`src/rtl/apb_master_arbiter.sv`:
```
// ---------------------------------------------------------------------------
// apb_master_arbiter
//
// Purpose:
//   APB master that shares one APB bus between NUM_OF_REQUESTERS on-chip
//   requesters. A combinational round-robin arbiter picks one request at a
//   time. The FSM (IDLE/WAKE/SETUP/ACCESS/BADSEL) drives PWAKEUP and the
//   SETUP/ACCESS phases. It returns read data, error and timeout status to
//   the requester that owns the transfer.
//
// Ports:
//   PCLK, PRESET          clock, asynchronous active-high reset
//   req_valid/req_ready   per-requester handshake (req_ready combinational)
//   req_write/addr/wdata/strb/prot/slave
//                         flattened per-requester request fields
//   rsp_valid             one-cycle response pulse to the owning requester
//   rsp_rdata/error/timeout
//                         shared response fields, held between pulses
//   PADDR..PWAKEUP        APB master outputs (all registered)
//   PREADY/PRDATA/PSLVERR APB slave responses
// ---------------------------------------------------------------------------
module apb_master_arbiter #(
    parameter int ADDR_WIDTH        = 32,
    parameter int DATA_WIDTH        = 32,
    parameter int NUM_OF_SLAVES     = 4,
    parameter int NUM_OF_REQUESTERS = 4,
    parameter int WAKEUP_LEAD       = 1,
    parameter int TIMEOUT_CYCLES    = 16,
    localparam int SW  = (NUM_OF_SLAVES > 1) ? $clog2(NUM_OF_SLAVES) : 1,
    localparam int SBW = DATA_WIDTH / 8
) (
    input  logic                                    PCLK,
    input  logic                                    PRESET,
    input  logic [NUM_OF_REQUESTERS-1:0]            req_valid,
    output logic [NUM_OF_REQUESTERS-1:0]            req_ready,
    input  logic [NUM_OF_REQUESTERS-1:0]            req_write,
    input  logic [NUM_OF_REQUESTERS*ADDR_WIDTH-1:0] req_addr,
    input  logic [NUM_OF_REQUESTERS*DATA_WIDTH-1:0] req_wdata,
    input  logic [NUM_OF_REQUESTERS*SBW-1:0]        req_strb,
    input  logic [NUM_OF_REQUESTERS*3-1:0]          req_prot,
    input  logic [NUM_OF_REQUESTERS*SW-1:0]         req_slave,
    output logic [NUM_OF_REQUESTERS-1:0]            rsp_valid,
    output logic [DATA_WIDTH-1:0]                   rsp_rdata,
    output logic                                    rsp_error,
    output logic                                    rsp_timeout,
    output logic [ADDR_WIDTH-1:0]                   PADDR,
    output logic [2:0]                              PPROT,
    output logic [NUM_OF_SLAVES-1:0]                PSELx,
    output logic                                    PENABLE,
    output logic                                    PWRITE,
    output logic [DATA_WIDTH-1:0]                   PWDATA,
    output logic [SBW-1:0]                          PSTRB,
    output logic                                    PWAKEUP,
    input  logic                                    PREADY,
    input  logic [DATA_WIDTH-1:0]                   PRDATA,
    input  logic                                    PSLVERR
);

    localparam int N   = NUM_OF_REQUESTERS;
    localparam int RW  = (N > 1) ? $clog2(N) : 1;
    localparam int WCW = (TIMEOUT_CYCLES > 0) ? $clog2(TIMEOUT_CYCLES + 1) : 1;
    localparam logic [WCW-1:0] WAIT_LAST   = WCW'((TIMEOUT_CYCLES > 0) ? TIMEOUT_CYCLES - 1 : 0);
    localparam logic [3:0]     WAKE_INIT   = 4'((WAKEUP_LEAD > 0) ? WAKEUP_LEAD - 1 : 0);
    localparam logic [SW:0]    SLAVE_LIMIT = (SW + 1)'(NUM_OF_SLAVES);
    localparam logic [RW:0]    N_WIDE      = (RW + 1)'(N);
    localparam logic [RW-1:0]  LAST_REQ    = RW'(N - 1);

    typedef enum logic [2:0] {IDLE, WAKE, SETUP, ACCESS, BADSEL} state_t;

    state_t                  state_reg;
    logic [RW-1:0]           ptr_reg;
    logic [RW-1:0]           owner_reg;
    logic [3:0]              wake_cnt_reg;
    logic [WCW-1:0]          wait_cnt_reg;
    logic [ADDR_WIDTH-1:0]   cap_addr_reg;
    logic [DATA_WIDTH-1:0]   cap_wdata_reg;
    logic [SBW-1:0]          cap_strb_reg;
    logic [2:0]              cap_prot_reg;
    logic [SW-1:0]           cap_slave_reg;
    logic                    cap_write_reg;

    // Per-requester views of the flattened request buses
    logic [ADDR_WIDTH-1:0]   addr_arr  [N];
    logic [DATA_WIDTH-1:0]   wdata_arr [N];
    logic [SBW-1:0]          strb_arr  [N];
    logic [2:0]              prot_arr  [N];
    logic [SW-1:0]           slave_arr [N];

    genvar gi;
    generate
        for (gi = 0; gi < N; gi++) begin : g_unpack
            assign addr_arr[gi]  = req_addr[gi*ADDR_WIDTH +: ADDR_WIDTH];
            assign wdata_arr[gi] = req_wdata[gi*DATA_WIDTH +: DATA_WIDTH];
            assign strb_arr[gi]  = req_strb[gi*SBW +: SBW];
            assign prot_arr[gi]  = req_prot[gi*3 +: 3];
            assign slave_arr[gi] = req_slave[gi*SW +: SW];
        end
    endgenerate

    // Round-robin: rotate the valid vector so the pointer lands on bit 0,
    // take the lowest set bit, then rotate the offset back.
    logic [2*N-1:0] valid_dbl;
    logic [N-1:0]   valid_rot;
    logic           grant_found;
    logic [RW-1:0]  grant_off;
    logic [RW:0]    grant_sum;
    logic [RW-1:0]  grant_idx;

    assign valid_dbl = {req_valid, req_valid};
    assign valid_rot = N'(valid_dbl >> ptr_reg);

    always_comb begin
        grant_found = 1'b0;
        grant_off   = '0;
        for (int j = N - 1; j >= 0; j--) begin
            if (valid_rot[j]) begin
                grant_found = 1'b1;
                grant_off   = RW'(j);
            end
        end
        grant_sum = {1'b0, ptr_reg} + {1'b0, grant_off};
        if (grant_sum >= N_WIDE) begin
            grant_sum = grant_sum - N_WIDE;
        end
        grant_idx = grant_sum[RW-1:0];
    end

    // Timeout fires on the last permitted wait cycle, so no accept can
    // coincide with it (PREADY is low).
    logic timeout_hit;
    logic accept_window;
    logic accept;

    assign timeout_hit   = (TIMEOUT_CYCLES > 0) && (state_reg == ACCESS) && !PREADY
                           && (wait_cnt_reg == WAIT_LAST);
    assign accept_window = (state_reg == IDLE) || ((state_reg == ACCESS) && PREADY);
    assign accept        = accept_window && grant_found;

    always_comb begin
        req_ready = '0;
        if (accept) begin
            req_ready[grant_idx] = 1'b1;
        end
    end

    // Winner fields and the slave-index range check
    logic [ADDR_WIDTH-1:0] win_addr;
    logic [DATA_WIDTH-1:0] win_wdata;
    logic [SBW-1:0]        win_strb;
    logic [2:0]            win_prot;
    logic [SW-1:0]         win_slave;
    logic                  win_write;
    logic                  win_bad;

    assign win_addr  = addr_arr[grant_idx];
    assign win_wdata = wdata_arr[grant_idx];
    assign win_strb  = strb_arr[grant_idx];
    assign win_prot  = prot_arr[grant_idx];
    assign win_slave = slave_arr[grant_idx];
    assign win_write = req_write[grant_idx];
    assign win_bad   = ({1'b0, win_slave} >= SLAVE_LIMIT);

    // SETUP is entered either on an accept edge (take the winner directly)
    // or out of WAKE (take the captured copy).
    logic [ADDR_WIDTH-1:0] ld_addr;
    logic [DATA_WIDTH-1:0] ld_wdata;
    logic [SBW-1:0]        ld_strb;
    logic [2:0]            ld_prot;
    logic [SW-1:0]         ld_slave;
    logic                  ld_write;
    logic                  go_setup;

    always_comb begin
        ld_addr  = accept ? win_addr  : cap_addr_reg;
        ld_wdata = accept ? win_wdata : cap_wdata_reg;
        ld_strb  = accept ? win_strb  : cap_strb_reg;
        ld_prot  = accept ? win_prot  : cap_prot_reg;
        ld_slave = accept ? win_slave : cap_slave_reg;
        ld_write = accept ? win_write : cap_write_reg;
        go_setup = 1'b0;
        case (state_reg)
            IDLE:    go_setup = accept && !win_bad && (WAKEUP_LEAD == 0);
            WAKE:    go_setup = (wake_cnt_reg == 4'd0);
            ACCESS:  go_setup = accept && !win_bad;
            default: go_setup = 1'b0;
        endcase
    end

    function automatic logic [NUM_OF_SLAVES-1:0] slave_onehot(input logic [SW-1:0] s);
        slave_onehot = '0;
        for (int k = 0; k < NUM_OF_SLAVES; k++) begin
            slave_onehot[k] = (s == SW'(k));
        end
    endfunction

    always_ff @(posedge PCLK or posedge PRESET) begin
        if (PRESET) begin
            state_reg     <= IDLE;
            ptr_reg       <= '0;
            owner_reg     <= '0;
            wake_cnt_reg  <= '0;
            wait_cnt_reg  <= '0;
            cap_addr_reg  <= '0;
            cap_wdata_reg <= '0;
            cap_strb_reg  <= '0;
            cap_prot_reg  <= '0;
            cap_slave_reg <= '0;
            cap_write_reg <= 1'b0;
            rsp_valid     <= '0;
            rsp_rdata     <= '0;
            rsp_error     <= 1'b0;
            rsp_timeout   <= 1'b0;
            PADDR         <= '0;
            PPROT         <= '0;
            PSELx         <= '0;
            PENABLE       <= 1'b0;
            PWRITE        <= 1'b0;
            PWDATA        <= '0;
            PSTRB         <= '0;
            PWAKEUP       <= 1'b0;
        end else begin
            rsp_valid <= '0;

            if (accept) begin
                ptr_reg       <= (grant_idx == LAST_REQ) ? '0 : grant_idx + 1'b1;
                owner_reg     <= grant_idx;
                cap_addr_reg  <= win_addr;
                cap_wdata_reg <= win_wdata;
                cap_strb_reg  <= win_strb;
                cap_prot_reg  <= win_prot;
                cap_slave_reg <= win_slave;
                cap_write_reg <= win_write;
            end

            case (state_reg)
                IDLE: begin
                    if (accept) begin
                        if (win_bad) begin
                            state_reg <= BADSEL;
                        end else begin
                            PWAKEUP <= 1'b1;
                            if (WAKEUP_LEAD > 0) begin
                                state_reg    <= WAKE;
                                wake_cnt_reg <= WAKE_INIT;
                            end else begin
                                state_reg <= SETUP;
                            end
                        end
                    end
                end
                WAKE: begin
                    if (wake_cnt_reg == 4'd0) begin
                        state_reg <= SETUP;
                    end else begin
                        wake_cnt_reg <= wake_cnt_reg - 4'd1;
                    end
                end
                SETUP: begin
                    state_reg    <= ACCESS;
                    PENABLE      <= 1'b1;
                    wait_cnt_reg <= '0;
                end
                ACCESS: begin
                    if (PREADY) begin
                        rsp_valid[owner_reg] <= 1'b1;
                        rsp_rdata            <= (PWRITE || PSLVERR) ? '0 : PRDATA;
                        rsp_error            <= PSLVERR;
                        rsp_timeout          <= 1'b0;
                        PENABLE              <= 1'b0;
                        if (accept) begin
                            // Back-to-back: PWAKEUP stays high, no WAKE
                            if (win_bad) begin
                                state_reg <= BADSEL;
                                PSELx     <= '0;
                            end else begin
                                state_reg <= SETUP;
                            end
                        end else begin
                            state_reg <= IDLE;
                            PSELx     <= '0;
                            PWAKEUP   <= 1'b0;
                        end
                    end else if (timeout_hit) begin
                        rsp_valid[owner_reg] <= 1'b1;
                        rsp_rdata            <= '0;
                        rsp_error            <= 1'b1;
                        rsp_timeout          <= 1'b1;
                        state_reg            <= IDLE;
                        PSELx                <= '0;
                        PENABLE              <= 1'b0;
                        PWAKEUP              <= 1'b0;
                    end else begin
                        wait_cnt_reg <= wait_cnt_reg + 1'b1;
                    end
                end
                BADSEL: begin
                    rsp_valid[owner_reg] <= 1'b1;
                    rsp_rdata            <= '0;
                    rsp_error            <= 1'b1;
                    rsp_timeout          <= 1'b0;
                    state_reg            <= IDLE;
                    PSELx                <= '0;
                    PENABLE              <= 1'b0;
                    PWAKEUP              <= 1'b0;
                end
                default: state_reg <= IDLE;
            endcase

            if (go_setup) begin
                PADDR  <= ld_addr;
                PPROT  <= ld_prot;
                PWRITE <= ld_write;
                PWDATA <= ld_write ? ld_wdata : '0;
                PSTRB  <= ld_write ? ld_strb : '0;
                PSELx  <= slave_onehot(ld_slave);
            end
        end
    end

endmodule

```
`config.mk`:
```
export PLATFORM = sky130hd
export DESIGN_NAME = apb_master_arbiter
export DESIGN_NICKNAME = d
export VERILOG_FILES = /design/src/rtl/apb_master_arbiter.sv
export SDC_FILE = /design/constraint.sdc
export NUM_CORES = 1
export LEC_CHECK = 0
export CORE_AREA = 2 2 176 178
export DETAILED_ROUTE_END_ITERATION = 8
export DIE_AREA = 0 0 178 180
export PLACE_DENSITY = 0.7
export REMOVE_ABC_BUFFERS = 1
export SYNTH_ARGS = -nofsm -noshare
export SYNTH_HDL_FRONTEND = slang
export SYNTH_SLANG_ARGS = --single-unit
export TNS_END_PERCENT = 100
```
`constraint.sdc`:
```
create_clock -name PCLK -period 17.2 [get_ports PCLK]
set_input_delay 5.16 -clock PCLK [delete_from_list [all_inputs] [get_ports PCLK]]
set_output_delay 5.16 -clock PCLK [all_outputs]
set_load 0.02 [all_outputs]
```
== Word level (Yosys, flattened, before mapping) ==
Cells that the tools add are included.
Widths: inputs -> output; s select.
Storage, ports and cells
  flip-flop bits (word level): 206
  output and inout port bits: 120
  logic and storage cells: 156
Cells by class
  $add $sub $neg: 5
  $lt $le $gt $ge: 6
  equality and inequality tests: 18
  shift-type cells: 1
  muxes and demuxes: 77
  bitwise logic cells: 1
  reductions and logical operators: 25
Operators with widths (number)
  $mux 32: 10
  $bmux 32 s2: 2
  $pmux 32 s2: 1
  $mux 4: 13
  $pmux 4 s2: 3
  $mux 3: 7
  $mux 2: 10
  $mux 1: 16
  $pmux 3 s4: 1
  $reduce_and 3->1: 4
  $mux 5: 2
  $ne 2x2->1 const B: 5
  $pmux 5 s2: 1
  $reduce_bool 3->1: 3
  $bmux 4 s2: 1
  $ne 4x4->1 const B: 2
  $shr 8x2->4: 1
  $bmux 3 s2: 1
  $eq 2x2->1 const B: 3
  $eq 3x2->1 const B: 2
  $ge 3x3->1 const B: 2
  $logic_and 1x1->1: 6
  $lt 2x3->1 const B: 2
  $ne 3x3->1 const B: 2
  other kinds (24): 33

== Depth between registers and ports, before layout ==
  word-level depth: 15
  mapped depth: 13
  mapped depth without buffers: 11

== Least setup slack after synthesis ==
OpenSTA, ideal clock, no wires.
  path kind: input to output
  from: input port req_valid[0]
  to: output port req_ready[0]
  arrival: 7393 ps
  data required time: 12040 ps
  slack: 4647 ps
  stages: 12
  cell sequence: buf_2 > nor2_1 > a221oi_1 > o21ai_0 > ha_1 > clkbuf_1 > buf_2 > buf_2 > buf_2 > inv_1 > ha_1 > and3_1
Between the ends
  cells in the longest elaborated chain, start to end: 13
  elaborated cells between the ends (all ways): 20
  classes of those cells: add/sub: 2; order compare: 3; shift: 1; mux: 12; reduce/logical: 2
RTL lines
  from (decl): RTL line 34  | input logic [NUM_OF_REQUESTERS-1:0] req_valid,
  $shr 8x2->4 (*): RTL line 110  | assign valid_rot = N'(valid_dbl >> ptr_reg);
  $mux 2 (3 in a row): RTL line 116  | if (valid_rot[j]) begin
  $mux 2 (*): RTL line 116
  $add 2x2->3 (*): RTL line 121  | grant_sum = {1'b0, ptr_reg} + {1'b0, grant_off};
  $ge 3x3->1 / $sub 2x1->2 (equally long branches): RTL line 122, 123
  $mux 2 (*): RTL line 122  | if (grant_sum >= N_WIDE) begin
  via grant_sum[0]: RTL line 106  | logic [RW:0] grant_sum;
  $lt 2x3->1 (implied by the code) / $ge 2x1->1 (equally long branches): RTL line 142  | req_ready[grant_idx] = 1'b1;
  $logic_and 1x1->1 (implied by the code): RTL line 142
  $mux 1 (implied by the code): RTL line 142
  $demux 1 s2 (*): RTL line 142
  $mux 4 (*): RTL line 141  | if (accept) begin
  to (decl): RTL line 35  | output logic [NUM_OF_REQUESTERS-1:0] req_ready,
Mark *: on every way through the listed nets, which the timed path passes. The rest lies on a longest branch.

== Worst setup path in the final report ==
  from: input port req_valid[3]
  to: output port req_ready[0]
Between the ends
  cells in the longest elaborated chain, start to end: 13
  elaborated cells between the ends (all ways): 20
  classes of those cells: add/sub: 2; order compare: 3; shift: 1; mux: 12; reduce/logical: 2
RTL lines (RTL line)
  $shr 8x2->4 (*): 110
  $mux 2 (4 in a row): 116
  $add 2x2->3: 121
  $ge 3x3->1 / $sub 2x1->2 (equally long branches): 122, 123
  $mux 2: 122
  $lt 2x3->1 (implied by the code) / $ge 2x1->1 (equally long branches): 142
  $logic_and 1x1->1 (implied by the code): 142
  $mux 1 (implied by the code): 142
  $demux 1 s2: 142
  $mux 4 (*): 141
Every way passes the cells marked *; elsewhere a longest branch is shown, timed or not.

==> impl_metrics.toml <==
[status]
outcome = "finished, final reports clean"

[floorplanning]
ios = 456
die_y_um = 180
start_util_pct = 33.92
die_w_um = 178
dieArea_um2 = 32040
placement_rows = 64
coreArea_um2 = 30190

[global_routing]
antenna_found_initial = 1
grt_pass1_wl_mm = 51.82
grt_pass1_vias = 9332
grt_use_total_pct = 20.62
grt_overflow = 0
grt_max_degree = 96

[worst_setup_path]
crit_chain = "clkdlybuf4s50_1 > inv_1 > o311a_1 > o21ai_0 > ha_4 > xnor2_1 > xor2_4 > buf_4 > inv_1 > ha_1 > and3_1 > clkdlybuf4s50_1"
reg2reg_from = "ptr_reg[0]"
cp.depth = 12
cp-startpoint = "req_valid[3]"
cp.arrival_ns = 8.61
path_max_fanout = 39
path_delay_family = "buffers and inverters"
r2r_cells = 12
cp.required_ns = 12.04
cp.buffers_inverters = 5
cp-endpoint = "req_ready[0]"
slowest_stage = "clkdlybuf4s50_1"
cp-start-kind = "input pin"
r2r_end = "PWDATA[27]"
cp_slowest_stage_delay_ns = 0.56
end_kind = "output pin"
r2r_slack_ns = 12.36
critPathKind = "input pin to output pin"

[cts]
clkSlewWorstSetupHoldPaths_ns = 0.06
htree_levels = 1
cts_tree = "done"
cts_resized = 0
holdBufCountCts = 0
clock-sinks = 205
postCtsSetupBuffers = 0
clock_path_buffers = 3
clock_latency_ns = 0.51
cts_buffers = 24
cts_root_buf = "clkbuf_16"

[sta]
maxSlewViolCount = 0
tightest_slew_ns = 1.072
setup_viol = 0
final_hold_viol_count = 0
post-route-min-period_ns = 13.77
grt_setup_unrepaired = "no"
fin_crit_sh_pct = 80.04
clock.fmax_mhz = 72.64
max-slew-margin-rel_pct = 27.80
setup_tns_ns = 0
skew_ns = 0.007421

[routing]
ant_nets = 0
dr.max_layer_used = "met4"
dr_wl_met3_mm = 2.842
wl_met1_mm = 13.63
wire_per_inst_um = 19.10
dr_wl_met2_mm = 16.74
first_iter_violations = 524
drc_errors = 0
routed_via_density = 5.083
wirelength_mm = 34.07
drtPass1Iterations = 4
vias = 9068

[logic_synthesis]
synth-xor-area-share_pct = 0.1711
yosysWarnings = 0
ys_types = 42
async_flop_share_pct = 100.0
synthTopCellsByArea = "dfrtp_1, mux4_2, nand2_1, mux2_2, mux2i_1"
synth_flop_cell = "dfrtp_1"
synthMuxAreaShare_pct = 16.13
syn-cell-area_um2 = 10240
synthCells = 955
synth_top_area_share_pct = 50.10
synthAdderAreaFrac_pct = 1.100
synth_compound_area_share_pct = 14.66
avgSynthCellArea_um2 = 10.72
synth_edf_count = 0
synth_top_area_cell = "dfrtp_1"
synthSimpleGateAreaFrac_pct = 12.62
synth_seq_cells = 205
ys_seq_area_share_pct = 50.10
synth_top_family_by_area = "multiplexers"

[min_path]
hp-class = "flop to flop"

[placed_design]
gp_congestion = 0.8529
hpwlAfterDp_mm = 24.94
portBuffers = 455

[job]
drv_cap = 0

[finish]
nets = 1716
syn2layout_area_growth_pct = 55.08
final_util_pct = 52.60
drive_gt1_share_pct = 10.81
antenna_cells = 0

[power_and_ir_drop]
vdd_ir_drop_max_mv = 0.1464
leakage_nw = 6.878
p_per_area_nw_per_um2 = 202.3
## worst min path at each step
stage / from / endpoint / slack, ns / cells after the start
2_1_floorplan: cap_addr_reg[0] / cap_addr_reg[0] / 0.44 / 2
3_3_place_gp: cap_addr_reg[29] / cap_addr_reg[29] / 0.45 / 2
3_5_place_dp: cap_addr_reg[10] / cap_addr_reg[10] / 0.46 / 2
4_1_cts: cap_addr_reg[10] / cap_addr_reg[10] / 0.47 / 2
5_1_grt: cap_addr_reg[20] / cap_addr_reg[20] / 0.49 / 2
6_report: cap_addr_reg[23] / cap_addr_reg[23] / 0.47 / 2
## logic make-up after synthesis
kind of cell	after synthesis
compound gates	183
mux	113
simple gates	317
fa+ha+maj	9
flops	205
buf+inv	126
xor+xnor	2
## placed cells by master, fill, tap and decap left out, types with 2 or more instances in the layout
cell	synthesis	layout
clkdlybuf4s50_1	0	455
dfrtp_1	205	205
nand2_1	206	205
nor2_1	49	49
inv_1	49	48
mux4_2	38	38
mux2i_1	39	38
nand3_1	38	38
o311a_1	37	37
mux2_2	36	36
a31oi_1	35	35
a22o_1	34	34
clkbuf_16	0	25
o31ai_1	24	24
o31ai_2	17	17
o21ai_0	16	16
buf_4	4	12
a21oi_1	8	8
ha_1	9	8
clkbuf_1	37	7
and3_1	6	6
clkinv_2	0	6
nor3_1	5	4
a32o_1	3	3
nor4_1	2	2
or2_2	2	2
and2_1	3	2
nand2b_1	2	2
o32ai_1	2	2
bufinv_16	0	2
## worst min-delay path, stage by stage (launching register included)
cell and delay, ns:
dfrtp_1 0.32, nand2_1 0.06, nand2_1 0.06
## through the flow
stage / hold WS, ns / setup WS [ns] / area, um2 / std cells / power [mW]
after floorplan: 0.4394 / 0.6890 / 9889 / 878 / 2.165
after global placement: 0.4500 / 3.531 / 15110 / 1741 / 2.703
after detailed placement: 0.4560 / 3.439 / 15110 / 1741 / 2.746
after CTS: 0.4706 / 3.440 / 15880 / 1784 / 3.261
after global routing: 0.4874 / 3.270 / 15880 / 1784 / 3.448
final: 0.4663 / 3.433 / 15880 / 1784 / 3.213
## synthesized netlist by cell type (all sizes together), types with 2 or more instances
cell,number
clkbuf,37
inv,49
o32ai,2
a31oi,35
o31ai,41
mux4,38
nor4,2
nand2,206
nor2,49
and2,3
o311a,37
nand2b,2
and3,6
ha,9
mux2,36
a22o,34
dfrtp,205
mux2i,39
nor3,5
buf,40
o21ai,17
a21oi,8
or2,2
a32o,3
nand3,38
## metal layers
layer	vias to the layer above	track usage (%)
li1	4257	-
met1	4377	25.19
met2	379	35.83
met3	55	5.436
met4	0	5.377
met5	-	0
## report_power, final
group	total, mW	internal [mW]	switching (mW)
sequential	0.815	0.707	0.108
combinational	1.90	0.844	1.05
clock	0.500	0.301	0.199
## cell type report
| class | instances | area (um2) |
|---|---|---|
| Clock buffer | 33 | 665.6 |
| Clock inverter | 10 | 106.4 |
| Fill cell | 2710 | 14310 |
| Inverter | 49 | 191.4 |
| Multi-Input combinational cell | 624 | 4647 |
| Sequential cell | 205 | 5130 |
| Tap cell | 396 | 495.5 |
| Timing Repair Buffer | 467 | 4644 |
Power figures use the tool's default switching activity.
